File: src/rtl/mem_stage_lsu_if.sv
// Data-memory bus between the memory-stage LSU (master) and the data memory (slave).
interface mem_stage_lsu_if;
  logic        mem_req;
  logic        mem_we;
  logic [31:0] mem_addr;
  logic [31:0] mem_wdata;
  logic [3:0]  mem_be;
  logic [31:0] mem_rdata;
  logic        mem_ack;

  modport master (
    output mem_req, mem_we, mem_addr, mem_wdata, mem_be,
    input  mem_rdata, mem_ack
  );

  modport slave (
    input  mem_req, mem_we, mem_addr, mem_wdata, mem_be,
    output mem_rdata, mem_ack
  );
endinterface

File: src/rtl/mem_stage_lsu.sv
// Memory-stage load/store unit: runs one req/ack bus access per M-stage memory
// instruction, stalls the pipeline while it is outstanding, and registers the W bundle.
module mem_stage_lsu #(
  parameter int TIMEOUT = 16
) (
  input  logic                clk,
  input  logic                reset,
  input  logic                PCSrcM,
  input  logic                RegWriteM,
  input  logic                MemtoRegM,
  input  logic                MemWriteM,
  input  logic [3:0]          RdM,
  input  logic [31:0]         ALUResultM,
  input  logic [31:0]         WriteDataM,
  input  logic [1:0]          Instr27_26M,
  input  logic [1:0]          Instr6_5M,
  input  logic [3:0]          byteEnableM,
  mem_stage_lsu_if.master     bus,
  output logic                StallM,
  output logic                PCSrcW,
  output logic                RegWriteW,
  output logic                MemtoRegW,
  output logic [3:0]          RdW,
  output logic [31:0]         ALUOutW,
  output logic [31:0]         ReadDataW,
  output logic                mem_err
);

  typedef enum logic {S_IDLE, S_WAIT} state_t;

  localparam logic [7:0] TMO_LAST = 8'(TIMEOUT - 1);

  state_t      state_q, state_d;
  logic [7:0]  cnt_q;
  logic        access, is_word, is_half, ld_signed, misaligned;
  logic        start, done, tmo, squash;
  logic [31:0] wdata_st;
  logic [3:0]  be_st;

  function automatic logic [31:0] load_extract(input logic [31:0] rd, input logic [1:0] lane,
                                               input logic word, input logic half,
                                               input logic sgn);
    logic signed [7:0]  b;
    logic signed [15:0] h;
    logic [31:0]        r;
    b = rd[{lane, 3'b000} +: 8];
    h = lane[1] ? rd[31:16] : rd[15:0];
    if (word)      r = rd;
    else if (half) r = sgn ? 32'(h) : {16'b0, h};
    else           r = sgn ? 32'(b) : {24'b0, b};
    return r;
  endfunction

  // Transfer size decode and store lane steering
  always_comb begin
    access     = MemtoRegM | MemWriteM;
    is_word    = (Instr27_26M == 2'b01) && (byteEnableM == 4'hF);
    is_half    = (Instr27_26M == 2'b00) && Instr6_5M[0];
    ld_signed  = (Instr27_26M == 2'b00) && Instr6_5M[1];
    misaligned = (is_half & ALUResultM[0]) | (is_word & (|ALUResultM[1:0]));
    wdata_st   = {4{WriteDataM[7:0]}};
    be_st      = byteEnableM;
    if (is_word) begin
      wdata_st = WriteDataM;
      be_st    = 4'hF;
    end else if (is_half) begin
      wdata_st = {2{WriteDataM[15:0]}};
      be_st    = ALUResultM[1] ? 4'b1100 : 4'b0011;
    end
    if (!MemWriteM) be_st = 4'hF;
  end

  always_comb begin
    state_d = state_q;
    start   = 1'b0;
    done    = 1'b0;
    tmo     = 1'b0;
    squash  = 1'b0;
    StallM  = 1'b0;
    unique case (state_q)
      S_IDLE: begin
        if (access) begin
          if (misaligned) begin
            squash = 1'b1;
          end else begin
            start   = 1'b1;
            StallM  = 1'b1;
            state_d = S_WAIT;
          end
        end
      end
      S_WAIT: begin
        // An ack in the final timeout cycle still completes normally.
        if (bus.mem_ack) begin
          done    = 1'b1;
          state_d = S_IDLE;
        end else if (cnt_q == TMO_LAST) begin
          tmo     = 1'b1;
          state_d = S_IDLE;
        end else begin
          StallM = 1'b1;
        end
      end
      default: state_d = S_IDLE;
    endcase
    if (reset) StallM = 1'b0;
  end

  always_ff @(posedge clk or posedge reset) begin
    if (reset) begin
      state_q <= S_IDLE;
      cnt_q   <= '0;
    end else begin
      state_q <= state_d;
      cnt_q   <= (state_q == S_WAIT && !done && !tmo) ? cnt_q + 8'd1 : 8'd0;
    end
  end

  // M -> W register and bus request register
  always_ff @(posedge clk or posedge reset) begin
    if (reset) begin
      bus.mem_req   <= 1'b0;
      bus.mem_we    <= 1'b0;
      bus.mem_addr  <= '0;
      bus.mem_wdata <= '0;
      bus.mem_be    <= '0;
      PCSrcW        <= 1'b0;
      RegWriteW     <= 1'b0;
      MemtoRegW     <= 1'b0;
      RdW           <= '0;
      ALUOutW       <= '0;
      ReadDataW     <= '0;
      mem_err       <= 1'b0;
    end else begin
      if (start) begin
        bus.mem_req   <= 1'b1;
        bus.mem_we    <= MemWriteM;
        bus.mem_addr  <= {ALUResultM[31:2], 2'b00};
        bus.mem_wdata <= wdata_st;
        bus.mem_be    <= be_st;
      end else if (done || tmo) begin
        bus.mem_req <= 1'b0;
        bus.mem_we  <= 1'b0;
      end

      if (state_q == S_IDLE || done || tmo) begin
        PCSrcW    <= PCSrcM;
        RdW       <= RdM;
        ALUOutW   <= ALUResultM;
        RegWriteW <= RegWriteM;
        MemtoRegW <= MemtoRegM;
        ReadDataW <= '0;
        if (state_q == S_IDLE && access) begin
          RegWriteW <= 1'b0;
          MemtoRegW <= 1'b0;
        end
        if (tmo) RegWriteW <= 1'b0;
        if (done && MemtoRegM)
          ReadDataW <= load_extract(bus.mem_rdata, ALUResultM[1:0], is_word, is_half, ld_signed);
      end

      if (squash || tmo) mem_err <= 1'b1;
    end
  end

endmodule

File: src/flat_wrapper.sv
// flat-port wrapper written by rule: the top's interface ports become plain ports
module mem_stage_lsu_flat 
#(
  parameter int TIMEOUT = 16
)
  (clk, reset, PCSrcM, RegWriteM, MemtoRegM, MemWriteM, RdM, ALUResultM, WriteDataM, Instr27_26M, Instr6_5M, byteEnableM, StallM, PCSrcW, RegWriteW, MemtoRegW, RdW, ALUOutW, ReadDataW, mem_err, bus_mem_req, bus_mem_we, bus_mem_addr, bus_mem_wdata, bus_mem_be, bus_mem_rdata, bus_mem_ack);
  mem_stage_lsu_if bus_i ();
  input  logic clk;
  input  logic reset;
  input  logic PCSrcM;
  input  logic RegWriteM;
  input  logic MemtoRegM;
  input  logic MemWriteM;
  input  logic [3:0] RdM;
  input  logic [31:0] ALUResultM;
  input  logic [31:0] WriteDataM;
  input  logic [1:0] Instr27_26M;
  input  logic [1:0] Instr6_5M;
  input  logic [3:0] byteEnableM;
  output logic StallM;
  output logic PCSrcW;
  output logic RegWriteW;
  output logic MemtoRegW;
  output logic [3:0] RdW;
  output logic [31:0] ALUOutW;
  output logic [31:0] ReadDataW;
  output logic mem_err;
  output wire logic [$bits(bus_i.mem_req)-1:0] bus_mem_req;
  output wire logic [$bits(bus_i.mem_we)-1:0] bus_mem_we;
  output wire logic [$bits(bus_i.mem_addr)-1:0] bus_mem_addr;
  output wire logic [$bits(bus_i.mem_wdata)-1:0] bus_mem_wdata;
  output wire logic [$bits(bus_i.mem_be)-1:0] bus_mem_be;
  input wire logic [$bits(bus_i.mem_rdata)-1:0] bus_mem_rdata;
  input wire logic [$bits(bus_i.mem_ack)-1:0] bus_mem_ack;
  assign bus_mem_req = bus_i.mem_req;
  assign bus_mem_we = bus_i.mem_we;
  assign bus_mem_addr = bus_i.mem_addr;
  assign bus_mem_wdata = bus_i.mem_wdata;
  assign bus_mem_be = bus_i.mem_be;
  assign bus_i.mem_rdata = bus_mem_rdata;
  assign bus_i.mem_ack = bus_mem_ack;
  mem_stage_lsu #(.TIMEOUT(TIMEOUT)) u_core (.clk(clk), .reset(reset), .PCSrcM(PCSrcM), .RegWriteM(RegWriteM), .MemtoRegM(MemtoRegM), .MemWriteM(MemWriteM), .RdM(RdM), .ALUResultM(ALUResultM), .WriteDataM(WriteDataM), .Instr27_26M(Instr27_26M), .Instr6_5M(Instr6_5M), .byteEnableM(byteEnableM), .bus(bus_i), .StallM(StallM), .PCSrcW(PCSrcW), .RegWriteW(RegWriteW), .MemtoRegW(MemtoRegW), .RdW(RdW), .ALUOutW(ALUOutW), .ReadDataW(ReadDataW), .mem_err(mem_err));
endmodule
File: config.mk
export PLATFORM = sky130hd
export DESIGN_NAME = mem_stage_lsu_flat
export DESIGN_NICKNAME = d
export VERILOG_FILES = /design/src/rtl/mem_stage_lsu_if.sv /design/src/rtl/mem_stage_lsu.sv /design/src/flat_wrapper.sv
export SDC_FILE = /design/constraint.sdc
export NUM_CORES = 1
export LEC_CHECK = 0
export BUFFER_PORTS_ARGS = -buffer_cell sky130_fd_sc_hd__buf_2
export CORE_ASPECT_RATIO = 2
export CORE_MARGIN = 2
export CORE_UTILIZATION = 50
export DETAILED_ROUTE_END_ITERATION = 10
export PLACE_DENSITY = 0.88
export SYNTH_ARGS = -nofsm -noshare
export SYNTH_HDL_FRONTEND = slang
export SYNTH_SLANG_ARGS = --single-unit
File: constraint.sdc
create_clock -name clk -period 11.1 [get_ports clk]
set_clock_uncertainty 0.15 [all_clocks]
set_input_delay 2.22 -clock clk [delete_from_list [all_inputs] [get_ports clk]]
set_output_delay 2.22 -clock clk [all_outputs]
set_load 0.02 [all_outputs]
==> parameters.txt <==
Parameter                              Value

GRT
  Pin count of the biggest net entering global routing    92
  Number of antenna violations at the first check in global routing    0
  GRT overflow    0
  First-pass GRT wire length    28.7 mm
  Overall routing resource usage    0.253
  Via count of the first global-routing pass    5375

Floorplanning
  Horizontal die dimension    86.9 um
  Core area    13400 sq um
  Die area    14700 sq um
  Initial standard-cell utilization of the core    0.511
  Die height    170 um
  Row Count    60
  Number of top-level design ports    258

Worst setup path
  Worst EP arrival    4.05 ns
  Number of cells traversed by the worst register-to-register path    5
  Minimum setup slack among reg-to-reg paths    8.04 ns
  Endpoint of the worst register-to-register path    u_core.RdW[0]
  Worst r2r src    u_core.cnt_q[0]
  Max FO, Critical Path    22
  Data required time at the worst endpoint    8.73 ns
  Worst setup path category    in2out
  Startpoint type of the worst setup path    input pin
  Nature of the critical path endpoint    output pin

Timing
  Setup slack of the critical path after layout    4.68 ns
  Share of the cycle needed by the critical path after routing    0.578
  Worst-case headroom to the max-slew limit    0.214
  Post-route minimum period    6.42 ns
  Count of final hold-check violations    0
  Slew at the pin with the worst max-slew slack    1.18 ns
  Fmax achieved    156 MHz
  Slew Limit Fails    0
  Total negative setup slack    0 ns
  Worst Hold Slack    0.320 ns
  RSZ-0062 raised after global routing    no
  Total setup violations reported at the end of the flow    0

Yosys
  Synth Cell Area    6870 sq um
  Distinct cells, synth    55
  Portion of synthesized cell area occupied by the leading cell type    0.543
  Mean instance size in the synthesized netlist    13.4 sq um
  Most frequent cell after synthesis    sky130_fd_sc_hd__dfrtp_1
  Post-Synth Simple-Gate Area    0.0649
  Flip-flop cell with the highest count after synthesis    sky130_fd_sc_hd__dfrtp_1
  Xor and xnor area share after synthesis    0.00765
  Compound-gate portion of the synthesized area    0.121
  Fraction of synthesis flops using an asynchronous set or reset pin    1.00
  Post-synthesis register bit count    149
  Main area contributors after synthesis    sky130_fd_sc_hd__dfrtp_1, sky130_fd_sc_hd__mux2_4, sky130_fd_sc_hd__mux2_2
  Mux contribution to synthesized area    0.207
  Adder-Cell Fraction of Synth Area    0.00182
  Share of the yosys chip area belonging to registers    0.543
  Combinational family with the most area after synthesis    multiplexers
  Cells after synthesis    513
  Yosys warning total    0
  Number of enable flip-flop cells after synthesis    0
  Most common library cells after synthesis    sky130_fd_sc_hd__dfrtp_1, sky130_fd_sc_hd__mux2_4, sky130_fd_sc_hd__mux2_2, sky130_fd_sc_hd__inv_1, sky130_fd_sc_hd__o21ai_0
  Cell type contributing the most total cell area after synthesis    sky130_fd_sc_hd__dfrtp_1

Hold path
  Depth of the worst hold-timing path    1
  Terminating pin of the worst hold path    u_core.cnt_q[0]
  Startpoint of the most critical hold path    u_core.cnt_q[0]
  Hold/Removal Path Class    reg2reg

Route
  Drt wl/cell    20.1 um
  Number of DRC violations after detailed routing    0
  Initial DRC count    241
  Number of vias per cell after detailed routing    5.64
  Drt first pass iters    5
  Number of antenna-violating nets in the routed design    0
  Routed via count    5210
  Final routed wirelength across all metal layers    18.5 mm

Clock tree
  CTS-repair resized insts    0
  Buffer count from post-CTS setup fixing    0
  Cell chosen for the clock root    sky130_fd_sc_hd__clkbuf_16
  CTS tree    done
  Cts bufs inserted    17
  Buffer levels on the longest clock path    2
  CTS HTree Levels    4
  Num Clock Sinks    149
  Post-CTS Hold Buffers    0
  Source-to-sink clock delay at the later pin of the worst-skew pair    0.41 ns
  Clock transition at the registers of the reported paths    0.06 ns

Placement
  Count of buffers from port buffering    255
  DP Wirelength    13.8 mm
  RePlAce Congestion    0.868
  Setup WS pre-CTS    4.69 ns

Pwr
  P_int    1.26 mW
  Switching power    0.661 mW
  Logic gate share of total power    0.315
  Sequential fraction of design power    0.382
  Leakage power figure    4.44 nW
  VDD IR max    0.117 mV
  Switching part of the total power    0.344
  Power per cell area    220 nW/um^2
  Fraction of power consumed by the clock network    0.302

Finish
  Antenna diode count    0
  Area delta synth->final    27.4%
  Number of nets at the end of the flow    871
  Proportion of layout cells with a drive suffix above 1    0.518

Run status
  Run status    finished, final reports clean

Flow run
  Number of max-cap violations    0
metal layers:
| layer | wire, um | GRT usage |
|---|---|---|
| met1 | 7030 | 0.305 |
| met5 | 0 | 0 |
| met3 | 915 | 0.0462 |
| met4 | 483 | 0.0910 |
| met2 | 10100 | 0.443 |
layout make-up:
class,instances,area (sq um)
Inverter,29,114
Sequential cell,149,3730
Tap cell,155,194
Fill cell,1074,4690
Multi-Input combinational cell,297,2800
Timing Repair Buffer,261,1320
Clock inverter,14,163
Clock buffer,18,429
worst max-delay path by stage:
stage,slack (ns),start,to,cells after the start
2_1_floorplan,4.72,reset,u_core.ALUOutW[0],1
6_report,4.68,Instr27_26M[0],StallM,6
3_3_place_gp,4.73,Instr27_26M[0],StallM,6
3_5_place_dp,4.69,Instr27_26M[0],StallM,6
4_1_cts,4.68,Instr27_26M[0],StallM,6
5_1_grt,4.55,Instr27_26M[1],StallM,6
power groups by stage:
stage | combinational, mW | clock (mW) | sequential (mW)
after floorplan | 0.260 | 0 | 0.889
after CTS | 0.612 | 0.592 | 0.735
final | 0.607 | 0.582 | 0.736
after global placement | 0.601 | 0 | 0.734
after detailed placement | 0.611 | 0 | 0.741
after global routing | 0.645 | 0.611 | 0.751
cell families after synthesis:
family,after synthesis
AOI/OAI and AO/OA,109
xor gates and xnor gates,6
adders and majority gates,1
buffers and inverters,68
DFF,149
muxes,111
other,1
and+or+nand+nor,68
flip-flops by register name (all words and copies together) (netlist names), 4 cells and up:
signal / cells
u_core.RdW: 4
u_core.ReadDataW: 32
u_core.bus.mem_addr: 30
u_core.cnt_q: 8
u_core.bus.mem_be: 4
u_core.ALUOutW: 32
u_core.bus.mem_wdata: 32
placed cells by master, fill, tap and decap left out, types with 7 or more instances in the layout:
master,count
sky130_fd_sc_hd__buf_2,255
sky130_fd_sc_hd__dfrtp_1,149
sky130_fd_sc_hd__mux2_4,49
sky130_fd_sc_hd__mux2_2,44
sky130_fd_sc_hd__inv_1,28
sky130_fd_sc_hd__o21ai_0,26
sky130_fd_sc_hd__a221o_1,24
sky130_fd_sc_hd__mux2i_1,17
sky130_fd_sc_hd__clkbuf_16,17
sky130_fd_sc_hd__nand2_1,12
sky130_fd_sc_hd__nor2_1,10
sky130_fd_sc_hd__a22oi_1,10
sky130_fd_sc_hd__a31oi_1,9
sky130_fd_sc_hd__nand4b_1,8
sky130_fd_sc_hd__inv_6,8
sky130_fd_sc_hd__o221ai_1,8
sky130_fd_sc_hd__nand3_1,7
sky130_fd_sc_hd__o211ai_1,7
sky130_fd_sc_hd__nand4_1,7
sky130_fd_sc_hd__o22ai_1,7
sky130_fd_sc_hd__or4bb_1,7
critical path, cell delays in order:
cell and delay (ns):
sky130_fd_sc_hd__buf_2 0.19, sky130_fd_sc_hd__or3b_1 0.61, sky130_fd_sc_hd__o21ai_2 0.15, sky130_fd_sc_hd__a221o_4 0.50, sky130_fd_sc_hd__a21oi_1 0.18, sky130_fd_sc_hd__buf_2 0.19
per-stage QoR:
| stage | utilization | instance area, sq um | cells | power, mW |
|---|---|---|---|---|
| global route | 0.651 | 8750 | 923 | 2.01 |
| finish | 0.651 | 8750 | 923 | 1.92 |
| detailed placement | 0.607 | 8160 | 891 | 1.35 |
| CTS | 0.651 | 8750 | 923 | 1.94 |
| global placement | 0.607 | 8160 | 891 | 1.33 |
| floorplan | - | 6870 | 514 | 1.15 |
Power figures use the tool's default switching activity.
